--- src/rtl/uart_rx_ctrl.sv ---
// UART receive sequencer: 16x-oversampled start/data/parity/stop sampling,
// parity-checker load strobe and per-frame status pulses toward the rx FIFO.
module uart_rx_ctrl #(
  parameter int DATA_BITS  = 8,
  parameter int OVERSAMPLE = 16,
  parameter int PARITY_EN  = 1
) (
  input  logic       clk,
  input  logic       rst_n,
  input  logic       baud_tick,
  input  logic       rx_in,
  input  logic       par_err_in,
  output logic [7:0] rx_data,
  output logic       parity_bit,
  output logic       parity_load,
  output logic       data_valid,
  output logic       parity_error,
  output logic       framing_error,
  output logic       busy
);

  typedef enum logic [2:0] {IDLE, START, DATA, PARITY, STOP} state_t;

  localparam logic [3:0] HALF     = 4'(OVERSAMPLE / 2 - 1);
  localparam logic [3:0] FULL     = 4'(OVERSAMPLE - 1);
  localparam logic [2:0] LAST_BIT = 3'(DATA_BITS - 1);

  // state is the observable FSM encoding for checkers bound to this block
  state_t     state, state_n;
  logic       sync1, sync2, line_prev;
  logic       fall;
  logic [3:0] sample_cnt, sample_cnt_n;
  logic [2:0] bit_cnt, bit_cnt_n;
  logic [7:0] rx_data_n;
  logic       parity_bit_n, parity_load_n;
  logic       data_valid_n, parity_error_n, framing_error_n;
  logic       par_flag, par_flag_n, load_d;

  assign fall = line_prev & ~sync2;
  assign busy = (state != IDLE);

  always_ff @(posedge clk or negedge rst_n) begin
    if (!rst_n) begin
      sync1     <= 1'b1;
      sync2     <= 1'b1;
      line_prev <= 1'b1;
    end else begin
      sync1     <= rx_in;
      sync2     <= sync1;
      line_prev <= sync2;
    end
  end

  always_comb begin
    state_n         = state;
    sample_cnt_n    = sample_cnt;
    bit_cnt_n       = bit_cnt;
    rx_data_n       = rx_data;
    parity_bit_n    = parity_bit;
    parity_load_n   = 1'b0;
    data_valid_n    = 1'b0;
    parity_error_n  = 1'b0;
    framing_error_n = 1'b0;
    // checker result is taken one clk after the load strobe
    par_flag_n      = load_d ? par_err_in : par_flag;
    case (state)
      IDLE: begin
        if (fall) begin
          state_n      = START;
          sample_cnt_n = 4'd0;
          par_flag_n   = 1'b0;
        end
      end
      START: begin
        if (baud_tick) begin
          if (sample_cnt == HALF) begin
            sample_cnt_n = 4'd0;
            if (!sync2) begin
              state_n   = DATA;
              bit_cnt_n = 3'd0;
              rx_data_n = 8'd0;
            end else begin
              state_n = IDLE;
            end
          end else begin
            sample_cnt_n = sample_cnt + 4'd1;
          end
        end
      end
      DATA: begin
        if (baud_tick) begin
          if (sample_cnt == FULL) begin
            sample_cnt_n       = 4'd0;
            rx_data_n[bit_cnt] = sync2;
            if (bit_cnt == LAST_BIT) begin
              bit_cnt_n = 3'd0;
              state_n   = (PARITY_EN != 0) ? PARITY : STOP;
            end else begin
              bit_cnt_n = bit_cnt + 3'd1;
            end
          end else begin
            sample_cnt_n = sample_cnt + 4'd1;
          end
        end
      end
      PARITY: begin
        if (baud_tick) begin
          if (sample_cnt == FULL) begin
            sample_cnt_n  = 4'd0;
            parity_bit_n  = sync2;
            parity_load_n = 1'b1;
            state_n       = STOP;
          end else begin
            sample_cnt_n = sample_cnt + 4'd1;
          end
        end
      end
      STOP: begin
        if (baud_tick) begin
          if (sample_cnt == FULL) begin
            sample_cnt_n = 4'd0;
            state_n      = IDLE;
            if (sync2) begin
              data_valid_n   = 1'b1;
              parity_error_n = (PARITY_EN != 0) ? par_flag : 1'b0;
            end else begin
              framing_error_n = 1'b1;
            end
          end else begin
            sample_cnt_n = sample_cnt + 4'd1;
          end
        end
      end
      default: state_n = IDLE;
    endcase
  end

  always_ff @(posedge clk or negedge rst_n) begin
    if (!rst_n) begin
      state         <= IDLE;
      sample_cnt    <= 4'd0;
      bit_cnt       <= 3'd0;
      rx_data       <= 8'd0;
      parity_bit    <= 1'b0;
      parity_load   <= 1'b0;
      data_valid    <= 1'b0;
      parity_error  <= 1'b0;
      framing_error <= 1'b0;
      par_flag      <= 1'b0;
      load_d        <= 1'b0;
    end else begin
      state         <= state_n;
      sample_cnt    <= sample_cnt_n;
      bit_cnt       <= bit_cnt_n;
      rx_data       <= rx_data_n;
      parity_bit    <= parity_bit_n;
      parity_load   <= parity_load_n;
      data_valid    <= data_valid_n;
      parity_error  <= parity_error_n;
      framing_error <= framing_error_n;
      par_flag      <= par_flag_n;
      load_d        <= parity_load;
    end
  end

endmodule

--- config.mk ---
export PLATFORM = sky130hd
export DESIGN_NAME = uart_rx_ctrl
export DESIGN_NICKNAME = d
export VERILOG_FILES = /design/src/rtl/uart_rx_ctrl.sv
export SDC_FILE = /design/constraint.sdc
export NUM_CORES = 1
export LEC_CHECK = 0
export CAP_MARGIN = 25
export CORE_MARGIN = 1.5
export CORE_UTILIZATION = 48
export DETAILED_ROUTE_END_ITERATION = 10
export GPL_ROUTABILITY_DRIVEN = 0
export PLACE_DENSITY = 0.72
export SLEW_MARGIN = 30
export SYNTH_ARGS = -nofsm -noshare
export SYNTH_HDL_FRONTEND = slang
export SYNTH_SLANG_ARGS = --single-unit
--- constraint.sdc ---
create_clock -name clk -period 2 [get_ports clk]
set_clock_uncertainty 0.15 [all_clocks]
set_input_delay 0.6 -clock clk [delete_from_list [all_inputs] [get_ports clk]]
set_output_delay 0.6 -clock clk [all_outputs]
set_load 0.1 [all_outputs]
==> key figures <==
Power and ir drop
  • Seq pwr share: about a third
  • P_int: approximately 1.2 mW
  • Psw: between 0.8 and 0.9 mW
  • Total power draw: 2.140 mW
  • Clock Power Share: 13.2%
  • Combinational power share: between 50 and 60%
  • LEAKAGE: between 0.8 and 0.9 nW
  • Switching portion of total power: a little over two fifths
  • VDD IR-drop max: approximately 0.00098 V
  • P per Cell Area: between 1000 and 1500 nW/um^2

Clocking
  • Num CTS Buffers: 3
  • Worst-Skew Late Latency: between 0.3 and 0.4 ns
  • Clock Tree Root: clkbuf_4
  • Clock Sinks: 28
  • CTS tree: built
  • CTS max path bufs: 2
  • Depth of the CTS H-tree: 1
  • CTS Hold Bufs: 0
  • Clk slew on worst S/H paths: 0.15 ns

Floorplanning
  • Die area: approximately 3200 um^2
  • IO Pins: 19
  • Starting density of the core: 50.43%
  • Die Height: roughly 57 um
  • Die width: approximately 57 um
  • Site Rows: 19
  • Core area: 2734 um^2

Setup path
  • Crit-path max FO: 7
  • Crit path top cell by count: buf_4
  • R2R Setup Slk: -0.13 ns
  • Critical path startpoint: state[0]
  • CP Capture Type: flip-flop
  • CP Launch Type: flip-flop
  • R2R Path End: bit_cnt[0]
  • RR Startpoint: state[0]
  • Max incr delay on CP: approximately 0.60 ns
  • Cells along the critical path: buf_4, buf_4, inv_2, a31oi_2, or4b_4, nor4_2, a21o_1
  • Worst EP arrival: ~2.3 ns
  • Slowest-stage cell, CP: or4b_4
  • Setup CP Type: flip-flop to flip-flop
  • Reg2Reg Depth: 7
  • CP required: approximately 2.1 ns

Logic synthesis
  • Synth async-reset ratio: between 90% and 100%
  • Post-Syn Nets: ~150
  • Number of synthesized flops with an enable pin: 0
  • Post-Syn Area: roughly 1400 um^2
  • Post-Synth Adder-Cell Area: under 10%
  • Xor/xnor cell area share of the yosys netlist: 0%
  • #FFs+latches synth: 28
  • Synth cell types: 35
  • Syn. warnings: 0
  • Post-synthesis compound-gate area fraction: between 10% and 20%
  • Cells after Synth: around 140
  • Avg Cell Area, Syn: 9.575 um^2
  • Top_reg_cell synth: dfrtp_1
  • Mux cell area share after synthesis: under 10%
  • Seq/Total Area, Yosys: 51.09%
  • Main combinational cell family by area after synthesis: simple AND/OR/NAND/NOR gates
  • Area share of and/or/nand/nor cells after synthesis: roughly 23%

STA
  • Final worst-path cycle share: 106.6%
  • Slew headroom: between 70% and 80%
  • Setup violators final: 5
  • Max-slew violation count: 0
  • Fmax: around 470 MHz
  • Worst Slack Setup Final: -0.1326 ns
  • Setup TNS: -0.2613 ns
  • Worst-Margin Slew: around 0.35 ns
  • RSZ-0062 raised after global routing: true
  • Fin crit period: ~2.1 ns
  • Hold Worst Slack: about 0.22 ns
  • Final hold vios: 0

Placed design
  • Port buffer count: 18
  • Pre-CTS setup slack: -0.3093 ns
  • DPL Wire Length: between 2000 and 2500 um
  • Dpl cells: 200
  • Post-placement cell area: between 1500 and 2000 um^2

GRT
  • First-pass GRT wire length: 5402 um
  • Largest net degree at the start of global routing: 29
  • Vias in the first global route: between 1000 and 1500
  • GRT overflow: 0
  • Initial antenna violation count: 0
  • Overall Global Routing Usage: 21.06%

Finish
  • Commonest non-fill, non-tap cell in the layout: dfrtp_1
  • Most frequent cells in the layout: 23 x dfrtp_1, 22 x buf_4, 17 x nand2_1
  • Design area: between 1500 and 2000 um^2
  • NumNets Final: 189
  • N_diodes: 0
  • Fin cells: 211
  • Util after Layout: between 70 and 80%
  • Layout cell share with drive strength beyond 1: between 30% and 40%
  • Area Overhead vs Synth: 43.47%

Route
  • Final WL: between 3000 and 4000 um
  • DR iter-0 viols: 37
  • First-pass DRT Iterations: 4
  • Vias: around 1200
  • WL/cell: 15.74 um
  • # DRC: 0
  • Via density: slightly below 6
  • Antenna Violating Nets Remaining: 0

Outcome
  • Run status: finished, violations left
  • Failing checks: negative setup slack

Worst hold path
  • Worst hold endpoint: sync2
  • Worst hold path cell count: 0
  • Worst Hold Launch: sync1
  • Hold WC Path Type: flip-flop to flip-flop

Run
  • Max-Cap Viols: 0
[cells in the mapped netlist (2+ instances only)]
cell / n / area [um^2]
ha_1: 3 / 37.54
nand2_1: 19 / 71.32
nand2b_1: 5 / 31.28
nor3_1: 2 / 10.01
nand3_1: 5 / 25.02
nor3b_1: 2 / 15.01
o31ai_1: 2 / 15.01
a21o_1: 3 / 22.52
nor2_1: 15 / 56.30
buf_6: 2 / 22.52
a21oi_1: 6 / 30.03
a31oi_1: 2 / 12.51
o21ai_0: 17 / 85.08
and4_1: 2 / 17.52
nor2b_1: 3 / 18.77
o21ai_1: 2 / 10.01
clkbuf_1: 6 / 22.52
dfrtp_1: 25 / 625.6
dfstp_2: 3 / 78.83
inv_1: 4 / 15.01
mux2_2: 2 / 22.52
[routing by layer]
layer	share of wire [%]	vias to the layer above	global-route usage [%]
met3	4.8	11	3.687
met1	44	598	29.20
li1	-	578	-
met4	2.3	0	5.102
met2	49	44	34.39
met5	0	-	0
[worst max-delay path: cells and delay by family (launching register included)]
family	cells	cell delay [ns]
simple gates	2	0.90
flops	1	0.42
buf+inv	3	0.39
compound gates	2	0.22
[flip-flops by register name, indices dropped and copies added, names as in the netlist]
signal / count
line_prev: 1
parity_load: 1
sync1: 1
parity_error: 1
load_d: 1
bit_cnt: 3
framing_error: 1
rx_data: 8
parity_bit: 1
data_valid: 1
par_flag: 1
sample_cnt: 4
state: 3
sync2: 1
[how the worst max path moves through the flow]
stage	endpoint	slack, ns	cells past startpoint
floorplan	state[0]	0.007	6
CTS	busy	-0.10	2
finish	bit_cnt[0]	-0.13	7
detailed placement	bit_cnt[0]	-0.31	4
global route	bit_cnt[0]	-0.18	6
global placement	bit_cnt[0]	-0.29	4
[area by class of cell]
cell class | instances | area [um^2]
clock buffers | 4 | 36.28
well taps | 31 | 38.79
fillers | 189 | 755.7
flip-flops and latches | 28 | 706.9
multi-input cells | 104 | 693.2
repair buffers | 40 | 488.0
inverters | 4 | 15.01
[cell families after synthesis]
group | Yosys count
muxes | 3
buffers and inverters | 13
AOI/OAI and AO/OA | 37
DFF | 28
adders and majority gates | 3
and+or+nand+nor | 60
[power groups by stage]
stage,logic (mW),registers (mW),clock network (mW)
2_1_floorplan,0.631,0.740,0
3_3_place_gp,0.846,0.745,0
3_5_place_dp,0.888,0.753,0
4_1_cts,0.986,0.729,0.282
5_1_grt,1.22,0.741,0.309
6_report,1.12,0.734,0.283
[repair_timing]
action | CTS | global route
resized for setup | 8 | 26
setup endpoints to repair | 2 | 15
buffers inserted | 4 | 2
gates cloned | 0 | 1
pin swaps | 1 | 11
(Power assumes the default switching activity.)
